<file path="config.mk">
export PLATFORM = sky130hd
export DESIGN_NAME = sort_control
export DESIGN_NICKNAME = d
export VERILOG_FILES = /design/src/rtl/sort_pkg.sv /design/src/rtl/sort_control.sv
export SDC_FILE = /design/constraint.sdc
export NUM_CORES = 1
export LEC_CHECK = 0
export BUFFER_PORTS_ARGS = -buffer_cell sky130_fd_sc_hd__buf_2
export CAP_MARGIN = 40
export CORE_MARGIN = 2
export CORE_UTILIZATION = 48
export CTS_BUF_LIST = sky130_fd_sc_hd__clkbuf_4 sky130_fd_sc_hd__clkbuf_8 sky130_fd_sc_hd__clkbuf_16
export DETAILED_ROUTE_END_ITERATION = 6
export GPL_TIMING_DRIVEN = 1
export PLACE_DENSITY = 0.81
export SETUP_SLACK_MARGIN = 0.05
export SLEW_MARGIN = 15
export SYNTH_ARGS = -nofsm -noshare
export SYNTH_HDL_FRONTEND = slang
export SYNTH_SLANG_ARGS = --single-unit
export TNS_END_PERCENT = 5
</file>
<file path="constraint.sdc">
create_clock -name clk -period 2.01 [get_ports clk]
set_input_delay 0.402 -clock clk [delete_from_list [all_inputs] [get_ports clk]]
set_output_delay 0.402 -clock clk [all_outputs]
set_load 0.01 [all_outputs]
</file>
<file path="src/rtl/sort_pkg.sv">
// Shared types and constants for the eight-entry sort block.
package sort_pkg;

  typedef enum logic [2:0] {
    IDLE,
    LOAD,
    ALIGN,
    CMP,
    SWAP,
    DONE
  } state_t;

  localparam int DEPTH = 8;

  localparam logic [1:0] WM_IN   = 2'd0;
  localparam logic [1:0] WM_TEMP = 2'd1;
  localparam logic [1:0] WM_HIGH = 2'd2;

endpackage

</file>
<file path="src/rtl/sort_control.sv">
// Load-then-bubble-sort controller for the 8x4 sort datapath.
// Shadow pointers track the datapath counters, which have no clear.
module sort_control
  import sort_pkg::*;
(
  input  logic       clk,
  input  logic       rst,
  input  logic       start,
  input  logic       in_valid,
  input  logic       gte,
  output logic       in_ready,
  output logic       busy,
  output logic       done,
  output logic       mem_en,
  output logic       low_en,
  output logic       high_en,
  output logic       temp_en,
  output logic       stat_en,
  output logic [1:0] writemux
);

  state_t     state_q, state_d;
  logic [2:0] sl_q, sl_d;
  logic [2:0] sh_q, sh_d;
  logic [2:0] cnt_q, cnt_d;
  logic       swapped_q, swapped_d;

  logic wrap;
  logic aligned;

  assign wrap    = (sl_q == 3'(DEPTH - 1));
  assign aligned = (sh_q == sl_q + 3'd1);

  assign in_ready = (state_q == LOAD);
  assign done     = (state_q == DONE);
  assign busy     = (state_q != IDLE) && (state_q != DONE);

  always_comb begin
    state_d   = state_q;
    cnt_d     = cnt_q;
    swapped_d = swapped_q;
    mem_en    = 1'b0;
    low_en    = 1'b0;
    high_en   = 1'b0;
    temp_en   = 1'b0;
    stat_en   = 1'b0;
    writemux  = WM_IN;
    unique case (state_q)
      IDLE, DONE: begin
        if (start) begin
          state_d = LOAD;
          cnt_d   = 3'd0;
        end
      end
      LOAD: begin
        if (in_valid) begin
          mem_en = 1'b1;
          low_en = 1'b1;
          cnt_d  = cnt_q + 3'd1;
          if (cnt_q == 3'(DEPTH - 1)) begin
            state_d = ALIGN;
          end
        end
      end
      ALIGN: begin
        if (!aligned) begin
          high_en = 1'b1;
        end else begin
          swapped_d = 1'b0;
          state_d   = CMP;
        end
      end
      CMP: begin
        // Slot 7 has no partner; it only re-wraps both pointers.
        if (wrap) begin
          low_en  = 1'b1;
          high_en = 1'b1;
          if (!swapped_q) begin
            state_d = DONE;
          end else begin
            swapped_d = 1'b0;
          end
        end else begin
          stat_en = 1'b1;
          low_en  = 1'b1;
          if (gte) begin
            high_en = 1'b1;
          end else begin
            temp_en  = 1'b1;
            mem_en   = 1'b1;
            writemux = WM_HIGH;
            state_d  = SWAP;
          end
        end
      end
      SWAP: begin
        mem_en    = 1'b1;
        writemux  = WM_TEMP;
        high_en   = 1'b1;
        swapped_d = 1'b1;
        state_d   = CMP;
      end
      default: begin
        state_d = IDLE;
      end
    endcase
  end

  assign sl_d = sl_q + {2'b00, low_en};
  assign sh_d = sh_q + {2'b00, high_en};

  always_ff @(posedge clk or negedge rst) begin
    if (!rst) begin
      state_q   <= IDLE;
      sl_q      <= 3'd0;
      sh_q      <= 3'd0;
      cnt_q     <= 3'd0;
      swapped_q <= 1'b0;
    end else begin
      state_q   <= state_d;
      sl_q      <= sl_d;
      sh_q      <= sh_d;
      cnt_q     <= cnt_d;
      swapped_q <= swapped_d;
    end
  end

endmodule
</file>
### Yosys cells after proc, flatten, opt, wreduce, memory -nomap -nowiden

Index checks and enable logic that the tools add are counted.

* bits of input ports: 5
* register bits: 13
* output and inout port bits: 10
* logic and storage cells: 63

* reductions and logical operators: 9
* multiplexer cells: 29
* equality and inequality tests: 16
* $add $sub $neg: 4

Operators with widths (number)
* 2-to-1 mux 3 bit: 9
* case mux 3 bit (5 select lines): 1
* == test 3 bit (second input constant): 4
* 2-to-1 mux 1 bit: 11
* != test 3 bit (second input constant): 3
* case mux 1 bit (3 select lines): 3
* != test 2 bit (second input constant): 4
* adder 3 x 1 -> 3 bit: 2
* adder 3 x 1 -> 3 bit (second input constant): 2
* == test 3 x 2 -> 1 bit (second input constant): 2
* case mux 3 bit (2 select lines): 1
* AND reduction 3 bit: 2
* AND reduction 6 bit: 1
* nonzero test 3 bit: 2
* 2-to-1 mux 2 bit: 2
* case mux 2 bit (2 select lines): 1
* == test 3 x 1 -> 1 bit (second input constant): 1
* == test 3 bit: 1
* logical NOT 3 bit: 1
* != test 2 x 1 -> 1 bit (second input constant): 1
* case mux 1 bit (2 select lines): 1
* nonzero test 2 bit: 1
* OR reduction 2 bit: 1
* logical AND 1 bit: 1

### Longest topological paths before layout

Gate-level depths: netlist (run 1).

* word-level depth: 5
* gate-level depth with buffers: 8
* gate-level depth less buffers: 8

### Worst setup path before layout (run 1)

Ideal clock, no wire load.

* path kind: register to register
* start: register sl_q[0]
* end: register sh_q[2]
* path slack: -0.088 ns
* clock period less this slack: 2.098 ns
* arrival: 2.019 ns
* path buffers: 0
* required time: 1.931 ns
* stages on the path, launching flop included: 9
* library setup time: 0.079 ns
* cell sequence: dfrtp_1 ha_1 ha_1 xor2_1 nor3_1 o31ai_1 ha_1 ha_1 xor2_1

* word-level cells in the longest chain between the ends: 5
* elaborated cells between the ends (all ways): 7
* those cells by class: add/sub: 2; eq/ne: 2; mux: 3

RTL lines
* start, declared: RTL line sort_control.sv:23 `logic [2:0] sl_q, sl_d;`
* start signal, assigned: RTL line sort_control.sv:121 `sl_q <= sl_d;`
* adder 3 x 1 -> 3 bit: RTL line sort_control.sv:32 `assign aligned = (sh_q == sl_q + 3'd1);`
* == test 3 bit: RTL line sort_control.sv:32
* 2-to-1 mux 1 bit: RTL line sort_control.sv:66 `if (!aligned) begin`
* case mux 1 bit (3 select lines) *: RTL line sort_control.sv:48 `unique case (state_q)`
* via high_en: RTL line sort_control.sv:16 `output logic high_en,`
* adder 3 x 1 -> 3 bit *: RTL line sort_control.sv:110 `assign sh_d = sh_q + {2'b00, high_en};`
* via sh_d[2]: RTL line sort_control.sv:24 `logic [2:0] sh_q, sh_d;`
* end signal, assigned: RTL line sort_control.sv:116 `sh_q <= 3'd0;`
* end signal, assigned: RTL line sort_control.sv:122 `sh_q <= sh_d;`
* end, declared: RTL line sort_control.sv:24

The timed path passes the listed nets; every way through them passes the cells marked *.
A chain may end at the register's enable or synchronous reset.

### Worst setup path after layout (run 1)

* start: register sl_q[0]
* end: output high_en

* word-level cells in the longest chain between the ends: 4
* elaborated cells between the ends (all ways): 6
* those cells by class: add/sub: 1; eq/ne: 2; mux: 3

RTL lines (RTL line)
* adder 3 x 1 -> 3 bit: sort_control.sv:32
* == test 3 bit: sort_control.sv:32
* 2-to-1 mux 1 bit: sort_control.sv:66
* case mux 1 bit (3 select lines) *: sort_control.sv:48
* end, declared: sort_control.sv:16

Every way passes the cells marked *; elsewhere a longest branch is shown, timed or not.

==> impl_metrics.toml, run 1 <==
[grt]
grt_pass1_vias = 638
grt_max_degree = 16
gr-usage-all-layers = 0.193
antenna_found_initial = 0
grt_overflow = 0
grt_pass1_wl_um = 2750

[die]
start_util = 0.528
dieArea_um2 = 2040
die_x_um = 45.2
die_y_um = 45.2
row_count = 14
core_area_um2 = 1540
ios = 15

[timing]
fmaxAchievable_ghz = 0.447
layout_setup_ws_ns = -0.229
drv_slew = 0
finalCritPeriodShare = 1.11
setup_viol = 2
timing.hold.ws_ns = 0.000854
worst_pin_slew_ns = 0.358
rsz0062_at_grt = "yes"
slew_headroom = 0.760
min_period_ns = 2.24
fin_tns_setup_ns = -0.245
hold_viol = 0
skew_ns = 0.00562

[synth]
ys_seq_area_frac = 0.400
synth_cells = 82
yosys_register_bits = 13
synth_cell_types = 34
synth_nets = 95
avgSynthCellArea_um2 = 9.92
ys_warn_count = 0
mappedNetlistArea_um2 = 813

[detailed_routing]
vias = 690
drt_iter0_markers = 6
drc_errors = 0
wl_per_cell_um = 14.8
drtPass1Iterations = 4
antenna_left = 0
wl_um = 1720
vias_per_cell = 5.95

[clock_tree]
holdBufCountCts = 0
clk_pin_slew_ns = 0.08
cts_tree = "done"
htree_levels = 1
numCtsBuffers = 3
clock_sinks = 13
cts_max_path_buffers = 2
clockRootBuffer = "clkbuf_4"
clock_latency_ns = 0.27

[run_status]
status = "finished with violations"
violations = "negative setup slack"

[layout]
syn_to_final_growth_pct = 26.6
nets = 114
diodes = 0
regArea_um2 = 328
drive_gt1_frac = 0.350
multi_input_area_um2 = 544
fillers = 127

[placed_design]
gp_congestion = 0.816
io_buffers = 14
hpwl_um = 1210
dp_worst_setup_slack_ns = 0.0222

[worst_setup_path]
r2r_end = "sh_q[2]"
rr_worst_depth = 9
cp-end-kind = "output pin"
critPathKind = "flop to output pin"
regToRegSetupSlack_ns = -0.02
startpoint_type = "flop"
cp.arrival_ns = 1.84
cp_cell_sequence = "ha_2, ha_4, xor2_4, nor3_4, o31ai_4, buf_2"
cp.required_ns = 1.61
critical_path.max_fanout = 2
cpMaxStageDelayCell = "dfrtp_1"
slowest_delay_ns = 0.39
worstReg2RegStart = "sl_q[0]"
cp-endpoint = "high_en"
critPathLaunch = "sl_q[0]"

[hold_path]
hold_path.class = "primary input to async pin"

[power]
p_leak_nw = 0.472
total_power_mw = 1.90
power_density_nw_per_um2 = 1850
ir_drop_uv = 956

[flow_run]
maxCapViolCount = 0
[stage by stage]
stage	cells	util	instance area, µm²
floorplan	82	-	848
global placement	109	0.595	917
detailed placement	109	0.595	917
CTS	114	0.621	957
global route	116	0.668	1030
finish	116	0.668	1030
[layout by cell type, fill, tap and decap left out, types with 2 or more instances in the layout]
cell and instances:
buf_2 14, dfrtp_1 11, nor2_1 10, nand2_1 8, ha_1 4, clkbuf_4 4, buf_4 4, nand2b_1 3
xor2_1 3, mux2i_1 3, ha_4 3, nor2b_1 2, o22ai_1 2, inv_1 2, o21ai_1 2, dfrtp_2 2
[synth_stat cells, drive strengths merged]
| cell | instances | share of area |
|---|---|---|
| a21oi | 1 | 0.0061 |
| a221oi | 1 | 0.011 |
| a31oi | 1 | 0.0077 |
| and2 | 1 | 0.0077 |
| and4bb | 2 | 0.031 |
| buf | 4 | 0.035 |
| dfrtp | 13 | 0.40 |
| ha | 8 | 0.12 |
| inv | 2 | 0.0092 |
| mux2i | 3 | 0.037 |
| nand2 | 8 | 0.037 |
| nand2b | 3 | 0.023 |
| nand3 | 1 | 0.0061 |
| nand3b | 1 | 0.0092 |
| nor2 | 10 | 0.046 |
| nor2b | 2 | 0.015 |
| nor3 | 2 | 0.012 |
| nor3b | 1 | 0.0092 |
| nor4 | 1 | 0.0077 |
| o21ai | 3 | 0.018 |
| o221ai | 1 | 0.011 |
| o22ai | 2 | 0.015 |
| o31a | 1 | 0.011 |
| o31ai | 1 | 0.0092 |
| o32a | 1 | 0.012 |
| o32ai | 1 | 0.011 |
| or2 | 1 | 0.0077 |
| or4b | 1 | 0.017 |
| xnor2 | 1 | 0.011 |
| xor2 | 4 | 0.043 |
[state kept, by name, indices dropped and copies added, names as in the netlist]
signal,flops
cnt_q,3
swapped_q,1
sl_q,3
state_q,3
sh_q,3
[worst max-delay path: cells and delay by family, from the launching register on]
kind                       cells  cell delay [ns]
buffers and inverters          1             0.17
adders and majority gates      2             0.50
xor gates and xnor gates       1             0.19
and+or+nand+nor                1             0.06
DFF                            1             0.39
AOI/OAI and AO/OA              1             0.25
[logic make-up (layout without fill, tap and decap cells)]
kind of cell	Yosys count	count (layout)	share of synthesized area
flip-flops	13	13	0.400
adder cells (fa/ha/maj)	8	8	0.123
AO/OA/AOI/OAI	13	13	0.112
buffers and inverters	6	24	0.0446
AND/OR/NAND/NOR	34	34	0.229
multiplexers	3	3	0.0369
XOR/XNOR	5	5	0.0538
[routing by layer]
metal / share of wire / vias to the layer above / global-route usage
li1: - / 330 / -
met5: 0 / - / 0
met1: 0.45 / 341 / 0.234
met2: 0.50 / 17 / 0.317
met3: 0.042 / 2 / 0.0280
met4: 0.0052 / 0 / 0.124
[power by group]
group / switching [mW] / leakage [nW] / internal, mW
clock: 0.0847 / 0.0184 / 0.0903
sequential: 0.202 / 0.155 / 0.397
combinational: 0.567 / 0.299 / 0.561
[repair_timing]
action / in CTS / in global routing
pin swaps: 1 / 5
buffers inserted: 1 / 2
resized for setup: 1 / 8
cloned: 0 / 0
setup endpoints to repair: 5 / 6
[area by class of cell]
cell class | instances | share of cell area
Sequential cell | 13 | 0.318
Tap cell | 16 | 0.0194
Timing Repair Buffer | 18 | 0.0972
Inverter | 2 | 0.00729
Clock buffer | 4 | 0.0292
Multi-Input combinational cell | 63 | 0.529
[worst min path at each step]
| stage | startpoint | to | slack (ns) |
|---|---|---|---|
| detailed placement | rst | cnt_q[2] | 0.31 |
| finish | rst | cnt_q[1] | 0.0009 |
| CTS | rst | cnt_q[2] | 0.001 |
| global route | rst | cnt_q[2] | 0.02 |
| global placement | rst | cnt_q[2] | 0.30 |
| floorplan | rst | cnt_q[0] | 0.11 |
No activity file was read; power rests on OpenSTA's default activity.
==> run 2, diff against run 1 <==
--- a/config.mk
+++ b/config.mk
@@ -7,8 +7,11 @@
 export LEC_CHECK = 0
 export BUFFER_PORTS_ARGS = -buffer_cell sky130_fd_sc_hd__buf_2
 export CAP_MARGIN = 40
+export CELL_PAD_IN_SITES_DETAIL_PLACEMENT = 1
+export CELL_PAD_IN_SITES_GLOBAL_PLACEMENT = 2
+export CORE_ASPECT_RATIO = 0.6
 export CORE_MARGIN = 2
-export CORE_UTILIZATION = 48
+export CORE_UTILIZATION = 30
 export CTS_BUF_LIST = sky130_fd_sc_hd__clkbuf_4 sky130_fd_sc_hd__clkbuf_8 sky130_fd_sc_hd__clkbuf_16
 export DETAILED_ROUTE_END_ITERATION = 6
 export GPL_TIMING_DRIVEN = 1
==> run 2 against run 1 <==
The run still ends with negative setup slack left. Sequential share of layout area is 0.61 points lower. Hold slack gained 0.039 ns. Critical path depth is the same. Fmax increased by 4.8%. Critical path type unchanged. Register-to-register slack gained 0.03 ns. Cell count increased by 14%. Power increased by 1.7%. Largest cell class unchanged. Die area rose by 55%. First-iteration DRC count rose to 7.2 times the previous value. Routed wire length increased by 23%. Sequential cell count unchanged. Cell area grew 1.9%.
==> impl_metrics.toml, run 2 (synthesized netlist as in run 1, its figures left out) <==
[detailed_routing]
drtPass1Iterations = 4
antenna_left = 0
drc_errors = 0
wl_um = 2120
vias_per_cell = 5.05
wl_per_cell_um = 16.0
m1WireLength_um = 1070
dr_wl_met2_um = 958
drt_iter0_markers = 43
top_layer_used = "met3"
routed-wl-met3_um = 88
vias = 667

[timing]
fmaxAchievable_ghz = 0.468
slew_headroom = 0.698
worst_pin_slew_ns = 0.452
rsz0062_at_grt = "yes"
skew_ns = 0.00326
hold_viol = 0
finalCritPeriodShare = 1.06
setup_viol = 1
layout_setup_ws_ns = -0.127
drv_slew = 0
min_period_ns = 2.14

[grt]
grt_max_degree = 16
grt_overflow = 0
grt_pass1_wl_um = 3370
gr-usage-all-layers = 0.142
antenna_found_initial = 0
grt_pass1_vias = 703

[die]
ios = 15
start_util = 0.320
core_area_um2 = 2540
die_y_um = 44.3
dieArea_um2 = 3160
row_count = 14
die_x_um = 71.2

[power]
p_leak_nw = 0.479
power_density_nw_per_um2 = 1840
ir_drop_uv = 633

[placed_design]
dpl_cell_area_um2 = 945
placedCellCount = 126
gp_congestion = 0.707
io_buffers = 14
dp_worst_setup_slack_ns = 0.00993
hpwl_um = 1460

[worst_setup_path]
cp-end-kind = "output pin"
critical_path.max_fanout = 2
cp.required_ns = 1.61
cp.arrival_ns = 1.73
startpoint_type = "flop"
critPathKind = "flop to output pin"

[clock_tree]
numCtsBuffers = 3
clk_pin_slew_ns = 0.06
cts_max_path_buffers = 2
htree_levels = 1
clockRootBuffer = "clkbuf_8"
clock_latency_ns = 0.24
clock_sinks = 13
cts_tree = "done"
holdBufCountCts = 0

[layout]
syn_to_final_growth_pct = 29.1
mostFrequentLayoutCells = "buf_2, dfrtp_1, nor2_1"
final_core_util = 0.413
mostFrequentLayoutCell = "buf_2"
drive_gt1_frac = 0.360
diodes = 0
nets = 114
instances_no_fill = 132
post-route-cell-area_um2 = 1050

[run_status]
status = "finished with violations"
violations = "negative setup slack"

[hold_path]
hold_path.class = "primary input to async pin"

[flow_run]
maxCapViolCount = 0
==> run 2: final timing paths <==
| check | startpoint | endpoint | slack (ns) | cells past startpoint |
|---|---|---|---|---|
| max | sl_q[1] | high_en | -0.13 | 6 |
| min | rst | sl_q[1] | 0.04 | 1 |
| max reg2reg | sl_q[1] | sh_q[2] | 0.01 | 9 |
| min reg2reg | cnt_q[0] | cnt_q[0] | 0.51 | 1 |
| max in group asynchronous | rst | state_q[0] | 1.72 | 1 |
| min in group clk | start | state_q[2] | 0.41 | 2 |
==> run 2: where the power goes <==
group | internal, mW | total (mW) | switching, mW
combinational | 0.529 | 1.08 | 0.554
sequential | 0.398 | 0.602 | 0.204
clock | 0.154 | 0.250 | 0.0962
==> run 2: layer usage <==
| layer | vias to the layer above | GRT usage |
|---|---|---|
| li1 | 327 | - |
| met1 | 330 | 0.200 |
| met2 | 10 | 0.213 |
| met3 | 0 | 0.0456 |
| met4 | 0 | 0.0340 |
| met5 | - | 0 |
==> run 2: metrics by stage <==
stage	hold WS, ns	power [mW]	setup TNS (ns)
2_1_floorplan	0.106	1.25	0
3_3_place_gp	0.310	1.48	0
3_5_place_dp	0.312	1.52	0
4_1_cts	0.0472	1.85	-0.111
5_1_grt	0.0541	2.12	-0.463
6_report	0.0399	1.94	-0.127
==> run 2: repair_timing <==
| item | in CTS | in global routing |
|---|---|---|
| setup endpoints to repair | 4 | 8 |
| setup buffers | 2 | 0 |
| pin swaps | 1 | 0 |
| endpoints found under the hold margin | 0 | 0 |
| resized for setup | 4 | 4 |
==> run 2: cell type report <==
class	count	area, µm²
Inverter	2	7.51
Sequential cell	13	328
Multi-Input combinational cell	63	526
Timing Repair Buffer	18	100
Fill cell	291	1490
Clock buffer	4	48.8
Tap cell	32	40.0
==> run 2: critical path, cell delays in order (launching register included) <==
cell and delay (ns):
dfrtp_1 0.39, ha_2 0.20, ha_4 0.29, xor2_4 0.16
nor3_2 0.07, o31ai_2 0.21, buf_2 0.17
